### config.mk
export PLATFORM = sky130hd
export DESIGN_NAME = upsample_2x_flat
export DESIGN_NICKNAME = d
export VERILOG_FILES = /design/src/rtl/npu_pkg.sv /design/src/rtl/upsample_2x_if.sv /design/src/rtl/upsample_line_buf.sv /design/src/rtl/upsample_2x.sv /design/src/flat_wrapper.sv
export SDC_FILE = /design/constraint.sdc
export NUM_CORES = 1
export LEC_CHECK = 0
export CELL_PAD_IN_SITES_DETAIL_PLACEMENT = 0
export CELL_PAD_IN_SITES_GLOBAL_PLACEMENT = 2
export CORE_ASPECT_RATIO = 1.75
export CORE_MARGIN = 5
export CORE_UTILIZATION = 45
export DETAILED_ROUTE_END_ITERATION = 12
export DONT_BUFFER_PORTS = 1
export PLACE_DENSITY_LB_ADDON = 0.1
export SLEW_MARGIN = 20
export SYNTH_ARGS = -nofsm -noshare
export SYNTH_HDL_FRONTEND = slang
export SYNTH_SLANG_ARGS = --single-unit
### constraint.sdc
create_clock -name clk -period 3.22 [get_ports clk]
set_input_delay 0.483 -clock clk [delete_from_list [all_inputs] [get_ports clk]]
set_output_delay 0.483 -clock clk [all_outputs]
set_load 0.02 [all_outputs]
### src/rtl/npu_pkg.sv
// Shared Mini NPU types: default pixel width, signed pixel type, upsampler states.
package npu_pkg;

  localparam int DATA_WIDTH_DEFAULT = 22;

  typedef logic signed [DATA_WIDTH_DEFAULT-1:0] pixel_t;

  typedef enum logic [1:0] {
    IDLE  = 2'd0,
    ROW_A = 2'd1,
    ROW_B = 2'd2,
    DONE  = 2'd3
  } ups_state_t;

endpackage

### src/rtl/upsample_2x_if.sv
// Pixel stream bundle for upsample_2x: input side and output side valid/ready pairs.
interface upsample_2x_if
  import npu_pkg::*;
#(
  parameter int DATA_WIDTH = DATA_WIDTH_DEFAULT
);
  logic                         in_valid;
  logic                         in_ready;
  logic signed [DATA_WIDTH-1:0] pixel_in;
  logic                         out_valid;
  logic                         out_ready;
  logic signed [DATA_WIDTH-1:0] pixel_out;

  modport master (
    output in_valid, pixel_in, out_ready,
    input  in_ready, out_valid, pixel_out
  );

  modport slave (
    input  in_valid, pixel_in, out_ready,
    output in_ready, out_valid, pixel_out
  );
endinterface

### src/rtl/upsample_line_buf.sv
// One-row replay buffer: single write port, asynchronous read, contents not reset.
module upsample_line_buf
  import npu_pkg::*;
#(
  parameter int DATA_WIDTH = DATA_WIDTH_DEFAULT,
  parameter int IN_SIZE    = 15,
  localparam int AW        = (IN_SIZE > 1) ? $clog2(IN_SIZE) : 1
) (
  input  logic                         clk,
  input  logic                         we,
  input  logic [AW-1:0]                waddr,
  input  logic signed [DATA_WIDTH-1:0] wdata,
  input  logic [AW-1:0]                raddr,
  output logic signed [DATA_WIDTH-1:0] rdata
);
  logic signed [DATA_WIDTH-1:0] mem [IN_SIZE];

  always_ff @(posedge clk) begin
    if (we) mem[waddr] <= wdata;
  end

  assign rdata = mem[raddr];
endmodule

### src/rtl/upsample_2x.sv
// 2x upsampler: each input pixel becomes a 2x2 block; a line buffer replays each row.
// UPSAMPLE_ZERO_INSERT_EN selects zero-insertion unpooling (no line buffer, same handshake timing).
module upsample_2x
  import npu_pkg::*;
#(
  parameter int DATA_WIDTH = DATA_WIDTH_DEFAULT,
  parameter int IN_SIZE    = 15
) (
  input  logic         clk,
  input  logic         rst,
  input  logic         start,
  upsample_2x_if.slave stream,
  output logic         busy,
  output logic         done_signal
);
  localparam int AW = (IN_SIZE > 1) ? $clog2(IN_SIZE) : 1;
  localparam logic [AW-1:0] LAST = AW'(IN_SIZE - 1);

  typedef logic signed [DATA_WIDTH-1:0] pix_t;

  ups_state_t    state, state_nx;
  logic [AW-1:0] in_x, in_x_nx, rd_x, rd_x_nx, in_y, in_y_nx, wr_idx;
  logic          vld, vld_nx, dup, dup_nx, col_last, col_last_nx, feed_done, feed_done_nx;
  pix_t          dat, dat_nx, load_val;
  logic          xfer, slot_free, final_xfer, in_rdy, accept, load_buf;

  assign xfer       = vld && stream.out_ready;
  assign slot_free  = !vld || (stream.out_ready && dup);
  // col_last marks that the register holds the row's last column, so its second
  // transfer closes the current half-row.
  assign final_xfer = xfer && dup && col_last;

`ifdef UPSAMPLE_ZERO_INSERT_EN
  assign load_val = '0;
`else
  upsample_line_buf #(
    .DATA_WIDTH (DATA_WIDTH),
    .IN_SIZE    (IN_SIZE)
  ) u_line_buf (
    .clk   (clk),
    .we    (accept),
    .waddr (wr_idx),
    .wdata (stream.pixel_in),
    .raddr (rd_x),
    .rdata (load_val)
  );
`endif

  always_comb begin
    state_nx     = state;
    in_x_nx      = in_x;
    rd_x_nx      = rd_x;
    in_y_nx      = in_y;
    vld_nx       = vld;
    dup_nx       = dup;
    col_last_nx  = col_last;
    feed_done_nx = feed_done;
    dat_nx       = dat;
    in_rdy       = 1'b0;
    load_buf     = 1'b0;
    wr_idx       = in_x;

    if (xfer) begin
      dup_nx = !dup;
      if (dup) vld_nx = 1'b0;
    end

    case (state)
      IDLE: if (start) state_nx = ROW_A;
      ROW_A: begin
        in_rdy = slot_free && !feed_done;
        if (final_xfer) begin
          state_nx = ROW_B;
          load_buf = 1'b1;
        end
      end
      ROW_B: begin
        if (slot_free && !feed_done) load_buf = 1'b1;
        if (final_xfer) begin
          if (in_y == LAST) begin
            state_nx = DONE;
          end else begin
            // Next row's first pixel may land on this same edge to avoid a bubble.
            state_nx     = ROW_A;
            in_y_nx      = in_y + AW'(1);
            in_x_nx      = '0;
            rd_x_nx      = '0;
            feed_done_nx = 1'b0;
            wr_idx       = '0;
            in_rdy       = 1'b1;
          end
        end
      end
      DONE: begin
        state_nx     = IDLE;
        in_x_nx      = '0;
        rd_x_nx      = '0;
        in_y_nx      = '0;
        col_last_nx  = 1'b0;
        feed_done_nx = 1'b0;
      end
      default: state_nx = IDLE;
    endcase

    accept = in_rdy && stream.in_valid;
    if (accept) begin
      dat_nx       = stream.pixel_in;
      vld_nx       = 1'b1;
      dup_nx       = 1'b0;
      col_last_nx  = (wr_idx == LAST);
      feed_done_nx = (wr_idx == LAST);
      if (wr_idx != LAST) in_x_nx = wr_idx + AW'(1);
    end
    if (load_buf) begin
      dat_nx       = load_val;
      vld_nx       = 1'b1;
      dup_nx       = 1'b0;
      col_last_nx  = (rd_x == LAST);
      feed_done_nx = (rd_x == LAST);
      if (rd_x != LAST) rd_x_nx = rd_x + AW'(1);
    end
  end

  always_ff @(posedge clk) begin
    if (rst) begin
      state     <= IDLE;
      in_x      <= '0;
      rd_x      <= '0;
      in_y      <= '0;
      vld       <= 1'b0;
      dup       <= 1'b0;
      col_last  <= 1'b0;
      feed_done <= 1'b0;
      dat       <= '0;
    end else begin
      state     <= state_nx;
      in_x      <= in_x_nx;
      rd_x      <= rd_x_nx;
      in_y      <= in_y_nx;
      vld       <= vld_nx;
      dup       <= dup_nx;
      col_last  <= col_last_nx;
      feed_done <= feed_done_nx;
      dat       <= dat_nx;
    end
  end

  assign stream.in_ready  = in_rdy;
  assign stream.out_valid = vld;
`ifdef UPSAMPLE_ZERO_INSERT_EN
  assign stream.pixel_out = dup ? '0 : dat;
`else
  assign stream.pixel_out = dat;
`endif
  assign busy        = (state != IDLE);
  assign done_signal = (state == DONE);
endmodule

### src/flat_wrapper.sv
// flat-port wrapper written by rule: the top's interface ports become plain ports
module upsample_2x_flat import npu_pkg::*;
#(
  parameter int DATA_WIDTH = DATA_WIDTH_DEFAULT,
  parameter int IN_SIZE    = 15
)
  (clk, rst, start, busy, done_signal, stream_in_valid, stream_pixel_in, stream_out_ready, stream_in_ready, stream_out_valid, stream_pixel_out);
  upsample_2x_if #(.DATA_WIDTH(DATA_WIDTH)) stream_i ();
  input  logic clk;
  input  logic rst;
  input  logic start;
  output logic busy;
  output logic done_signal;
  input wire logic [$bits(stream_i.in_valid)-1:0] stream_in_valid;
  input wire logic [$bits(stream_i.pixel_in)-1:0] stream_pixel_in;
  input wire logic [$bits(stream_i.out_ready)-1:0] stream_out_ready;
  output wire logic [$bits(stream_i.in_ready)-1:0] stream_in_ready;
  output wire logic [$bits(stream_i.out_valid)-1:0] stream_out_valid;
  output wire logic [$bits(stream_i.pixel_out)-1:0] stream_pixel_out;
  assign stream_i.in_valid = stream_in_valid;
  assign stream_i.pixel_in = stream_pixel_in;
  assign stream_i.out_ready = stream_out_ready;
  assign stream_in_ready = stream_i.in_ready;
  assign stream_out_valid = stream_i.out_valid;
  assign stream_pixel_out = stream_i.pixel_out;
  upsample_2x #(.DATA_WIDTH(DATA_WIDTH), .IN_SIZE(IN_SIZE)) u_core (.clk(clk), .rst(rst), .start(start), .stream(stream_i), .busy(busy), .done_signal(done_signal));
endmodule
* Yosys cells after proc, flatten, opt, wreduce, memory -nomap -nowiden
Memory sizes are Yosys's and may differ from the RTL's. A register that Yosys moved wholly into a read port is not among the register bits.
Cells that the tools add are included.
** Storage, ports and cells
- Flip-flop bits (word level) :: 40
- Memory bits (writable) :: 330
- Memories kept :: 1
- Output and inout port bits :: 26
** Memory list
- u_core.u_line_buf.mem :: words 15, bits a word 22, rd ports 1, clocked after memory_dff 1, write ports 1, RTL line upsample_line_buf.sv:16 : logic signed [DATA_WIDTH-1:0] mem [IN_SIZE];
** Cells by class
- Eq/ne operators :: 14
- Reductions and logical operators :: 23
- Add/sub/neg operators :: 3
- Muxes and demuxes :: 42
** Operators by type and width (number)
- $mux W4 :: 12
- $mux W22 :: 2
- $pmux W4 S2 :: 3
- $mux W1 :: 17
- $add A4 B1 Y4 const B :: 3
- $eq A4 B4 Y1 const B :: 3
- $reduce_and A3 Y1 :: 3
- $reduce_bool A3 Y1 :: 3
- $mux W2 :: 4
- $ne A4 B4 Y1 const B :: 2
- $pmux W2 S4 :: 1
- $logic_and A1 B1 Y1 :: 6
- $pmux W1 S2 :: 3
- $reduce_bool A2 Y1 :: 3
- $eq A2 B2 Y1 const B :: 2
- $ne A2 B1 Y1 const B :: 2
- $ne A2 B2 Y1 const B :: 2
- $ne A4 B1 Y1 const B :: 1
- $ne A4 B2 Y1 const B :: 1
- $reduce_bool A4 Y1 :: 1
- $logic_not A1 Y1 :: 3
- $reduce_or A3 Y1 :: 1
- $eq A2 B1 Y1 const B :: 1
- $logic_not A2 Y1 :: 1
- 2 further kinds :: 2

* Depth between registers and ports, before layout
- Depth in word-level cells :: 8
- Gate-level depth with buffers :: 12
- Gate-level depth less buffers :: 11

* Hierarchy
Synthesis repeated with hierarchy kept, for this count alone.
** Unflattened totals
- Cell total of the unflattened synthesis :: 868
- Area total of the unflattened synthesis :: 14920.6 µm²
** Modules (own cells, without submodules)
- upsample_line_buf :: cells each 603, times used 1, area an instance 12699.7 µm²
- upsample_2x :: cells each 265, times used 1, area an instance 2220.9 µm²

* Worst setup path after synthesis
Ideal clock, no wire load.
- Path kind :: flip-flop to flip-flop
- From :: register u_core.state[0]
- To :: memory u_core.u_line_buf.mem[14][0] (netlist name), enable pin
- Buffers on the path :: 2
- Clock period less this slack :: 2.923 ns
- Setup slack :: 0.297 ns
- Stages on the path, launching flop included :: 10
- Required time :: 2.819 ns
- Arrival :: 2.522 ns
- Cells stage by stage :: dfxtp_1 inv_1 ha_1 clkbuf_1 nand3_1 buf_2 and2_1 ha_1 nand3_1 nor2_1
** Between the ends
- Cells in the longest elaborated chain, start to end :: 5
- Elaborated cells between the ends (all ways) :: 7
- Classes of those cells :: 2 x eq/ne; 4 x mux; 1 x reduce/logical
** RTL lines
- start: declaration :: RTL line upsample_2x.sv:21 : ups_state_t state, state_nx;
- start signal: assignment :: RTL line upsample_2x.sv:136 : state <= state_nx;
- $eq A2 B2 Y1 or $eq A2 B1 Y1 (tied branches) :: RTL line upsample_2x.sv:68 : case (state)
- $pmux W1 S2 :: RTL line upsample_2x.sv:68
- $logic_and A1 B1 Y1 :: RTL line upsample_2x.sv:105 : accept = in_rdy && stream.in_valid;
- $mux W1 :: RTL line upsample_line_buf.sv:19 : if (we) mem[waddr] <= wdata;
- $mux W1 (not written as such) :: RTL line upsample_line_buf.sv:19
- end: declaration :: RTL line upsample_line_buf.sv:16
Parallel ways exist; a longest one is shown, timed or not.

* Worst setup path in the final report
- From :: register u_core.in_y[0]
- To :: output port stream_in_ready
** Between the ends
- Cells in the longest elaborated chain, start to end :: 4
** RTL lines
- start: declaration :: RTL line upsample_2x.sv:22 : logic [AW-1:0] in_x, in_x_nx, rd_x, rd_x_nx, in_y, in_y_nx, wr_idx;
- start signal: assignment :: RTL line upsample_2x.sv:139 : in_y <= in_y_nx;
- $eq A4 B4 Y1 :: RTL line upsample_2x.sv:80 : if (in_y == LAST) begin
- $mux W1 :: RTL line upsample_2x.sv:80
- $mux W1 :: RTL line upsample_2x.sv:79 : if (final_xfer) begin
- $pmux W1 S2 :: RTL line upsample_2x.sv:68
- end: declaration :: RTL line flat_wrapper.sv:17 : output wire logic [$bits(stream_i.in_ready)-1:0] stream_in_ready;
Every way passes these cells.

==> qor.csv <==
stage;metric;value;unit
floorplanning;Die Y;249.5;µm
logic_synthesis;Synth area leaders;edfxtp_1 (67%), mux4_2 (10%), dfxtp_1 (5.4%);
logic_synthesis;Avg Inst Size Synth;18.01;µm²
logic_synthesis;synth unique cells;50;
cells_and_area;# diodes;0;
global_route;first-pass GRT wire length;51370;µm
sta;Final TNS setup;0;ns
sta;final worst slack;0.2904;ns
drt;WL final;33870;µm
min_path;hold path endpoint;u_core.stream.out_valid;
min_path;Hold Startpoint;rst;
sta;Tcrit/Tclk final;0.9098;
floorplanning;Ports;53;
cts;TritonCTS clock tree;yes;
floorplanning;core area;0.03233;mm²
cells_and_area;share of cells above drive strength 1;0.2172;
logic_synthesis;syn nets;858;
sta;Clock Skews;0.01444;ns
sta;final setup fails;0;
setup_path;worst reg-to-reg setup slack;0.46;ns
drt;Avg WL per Cell;26.67;µm
placed_design;Port Buffer Count;0;
setup_path;CP Max Fanout;7;
drt;drt first pass iters;4;
cells_and_area;Synth-to-Final Area Change;12.30;%
setup_path;CP Class;reg -> out;
global_route;GRT busiest layer;met2;
logic_synthesis;sequential area share after synthesis;0.7260;
pwr;Cell Pwr Density;618.4;mW/mm²
cells_and_area;Nets;882;
cts;root buf cell;clkbuf_16;
sta;Fmax;341.3;MHz
floorplanning;Die Width;146.9;µm
logic_synthesis;Gate Count Post-Synth;819;
cts;H-tree lvl count;2;
drt;DR vias/cell;5.852;
global_route;largest net degree at the start of global routing;71;
pwr;Tot Pwr;10240;µW
setup_path;R2R depth;11;
cts;total CTS buffers;35;
sta;Max Slew Vio Count;0;
drt;DRC Markers;0;
drt;via count;7432;
logic_synthesis;Synth Cell Area;0.01475;mm²
min_path;hold depth;1;
global_route;grt met1 use;0.2319;
sta;minimum clock period;2.930;ns
cts;Longest Clk Path Bufs;3;
setup_path;Reg-to-Reg Start;u_core.in_y[0];
drt;Antenna Nets Post-Route;0;
setup_path;critical path capture point type;primary output;
sta;Worst-Margin Slew;0.7444;ns
placed_design;Placed Area;0.01540;mm²
logic_synthesis;share of the synthesized area in the top cell type;0.6718;
logic_synthesis;Ys Warns;0;
global_route;vias in the first global route;7961;
global_route;GR Layer Usage met2;0.3383;
cts;Worst-path clk slew;0.06;ns
placed_design;worst slack, placed;0.4890;ns
setup_path;crit path DAT;2.45;ns
sta;max_slew headroom;0.4993;
job;max-cap violations;0;
logic_synthesis;Seq cells post-synth;370;
cts;post-CTS resize count;0;
sta;Hold Slack;0.03079;ns
cts;clk sinks;370;
global_route;Total Routing Usage GR;0.1881;
status;status;finished clean;
setup_path;CP Data Required Time;2.74;ns
placed_design;Final GP Congestion;0.7431;
sta;Hold Violations, Final;0;
floorplanning;Core Rows;87;
global_route;antenna violations before repair;0;
min_path;Worst Hold Class;in -> reg;
setup_path;reg2reg end;u_core.in_x[2];
setup_path;nature of the critical path startpoint;flop;
sta;setup repair after global routing missed its margin;false;
placed_design;DP HPWL;19340;µm
pwr;static leakage power;0.005048;µW
logic_synthesis;post-synth top area cell;edfxtp_1;
global_route;global routing usage on met3;0.03158;
drt;initial DRC count;528;
floorplanning;die area;0.03665;mm²
floorplanning;starting density of the core;0.4563;
cts;clock insertion delay at the later pin of the skew report;0.53;ns
pwr;Worst VDD drop;0.4608;mV
cells_and_area;Design Area, Final;0.01657;mm²
global_route;GRT Residual Overflow;0;
==> logic make-up (layout without fill, tap and decap cells) <==
kind of cell | Yosys count | count (layout) | share of synthesized area
DFF | 370 | 370 | 0.7260
xor gates and xnor gates | 1 | 1 | 0.0005938
and+or+nand+nor | 119 | 119 | 0.04012
AOI/OAI and AO/OA | 101 | 101 | 0.04012
muxes | 157 | 157 | 0.1645
buffers and inverters | 59 | 110 | 0.01849
adders and majority gates | 12 | 12 | 0.01018
==> synthesized netlist by cell type, drive strengths merged <==
library cell / count
edfxtp: 330
mux2i: 68
mux4: 66
dfxtp: 40
a21oi: 37
nand2: 35
nor2: 33
o21ai: 26
buf: 25
clkbuf: 23
mux2: 23
o22ai: 21
and2: 13
ha: 12
inv: 11
nand3: 9
and3: 6
nor3: 6
a211oi: 3
a31oi: 3
and4: 3
nor4: 3
nand3b: 2
nor2b: 2
or3: 2
or3b: 2
a2111oi: 1
a21bo: 1
a21boi: 1
a21o: 1
a32o: 1
a32oi: 1
a41oi: 1
and3b: 1
nand4: 1
o211ai: 1
o21a: 1
o2bb2ai: 1
o31ai: 1
or4: 1
xor2: 1
==> registers in the layout, summed over array words and instances (netlist names) <==
signal and cells:
u_core.state 2, u_core.col_last 1, u_core.feed_done 1, u_core.in_y 4
u_core.u_line_buf.mem 330, u_core.dup 1, u_core.rd_x 4, u_core.in_x 4
u_core.stream.out_valid 1, u_core.stream.pixel_out 22
==> per-layer routing <==
layer / vias to the layer above / part of all wire
li1: 3311 / -
met1: 3889 / 0.39
met2: 184 / 0.54
met3: 48 / 0.044
met4: 0 / 0.023
met5: - / 0
==> through the flow <==
step | std cells | utilization
after detailed placement | 1204 | 0.4765
after floorplan | 819 | -
after global routing | 1270 | 0.5124
after global placement | 1204 | 0.4765
final | 1270 | 0.5124
after CTS | 1270 | 0.5124
==> critical path, stage by stage, from the launching register on <==
cell      delay (ns)
dfxtp_1         0.42
inv_1           0.07
ha_1            0.21
nand3_1         0.13
nand3_1         0.24
buf_4           0.26
a21boi_0        0.59
==> how the worst max path moves through the flow <==
| stage | from | slack (ns) | to | depth (start not counted) |
|---|---|---|---|---|
| floorplan | u_core.state[0] | 0.30 | u_core.u_line_buf.mem[14][0] | 9 |
| global placement | u_core.in_y[0] | 0.57 | u_core.in_x[2] | 11 |
| detailed placement | u_core.stream.out_valid | 0.49 | u_core.in_x[2] | 9 |
| CTS | u_core.in_y[0] | 0.24 | stream_in_ready | 6 |
| global route | u_core.in_y[0] | 0.07 | stream_in_ready | 6 |
| finish | u_core.in_y[0] | 0.29 | stream_in_ready | 6 |
==> area by class of cell <==
cell class | instances | area (µm²)
multi-input combinational | 390 | 3782
sequential | 370 | 10720
clock inverter | 16 | 166.4
tap | 400 | 500.5
clock buffer | 48 | 974.7
inverter | 11 | 41.29
fill | 2626 | 15760
timing repair buffer | 35 | 380.4
==> where the power goes <==
| part | internal, µW | switching, µW |
|---|---|---|
| sequential | 5310 | 114 |
| combinational | 302 | 392 |
| clock | 2380 | 1750 |
==> cells in the final DEF (no fill, tap or decap), types with 21 or more instances in the layout <==
master	synthesis	final
mux2_2	23	23
nand2_1	35	35
buf_4	4	24
a21oi_1	36	35
o21ai_0	26	26
nor2_1	33	32
clkbuf_16	0	35
o22ai_1	21	21
edfxtp_1	330	330
dfxtp_1	40	36
mux2i_1	68	68
mux4_2	66	66
==> repair_timing <==
item | CTS | global route
hold endpoints to repair | 13 | 0
hold buffers | 2 | 0
buffers inserted | 0 | 0
setup endpoints to repair | 0 | 0
(Power assumes the default switching activity.)
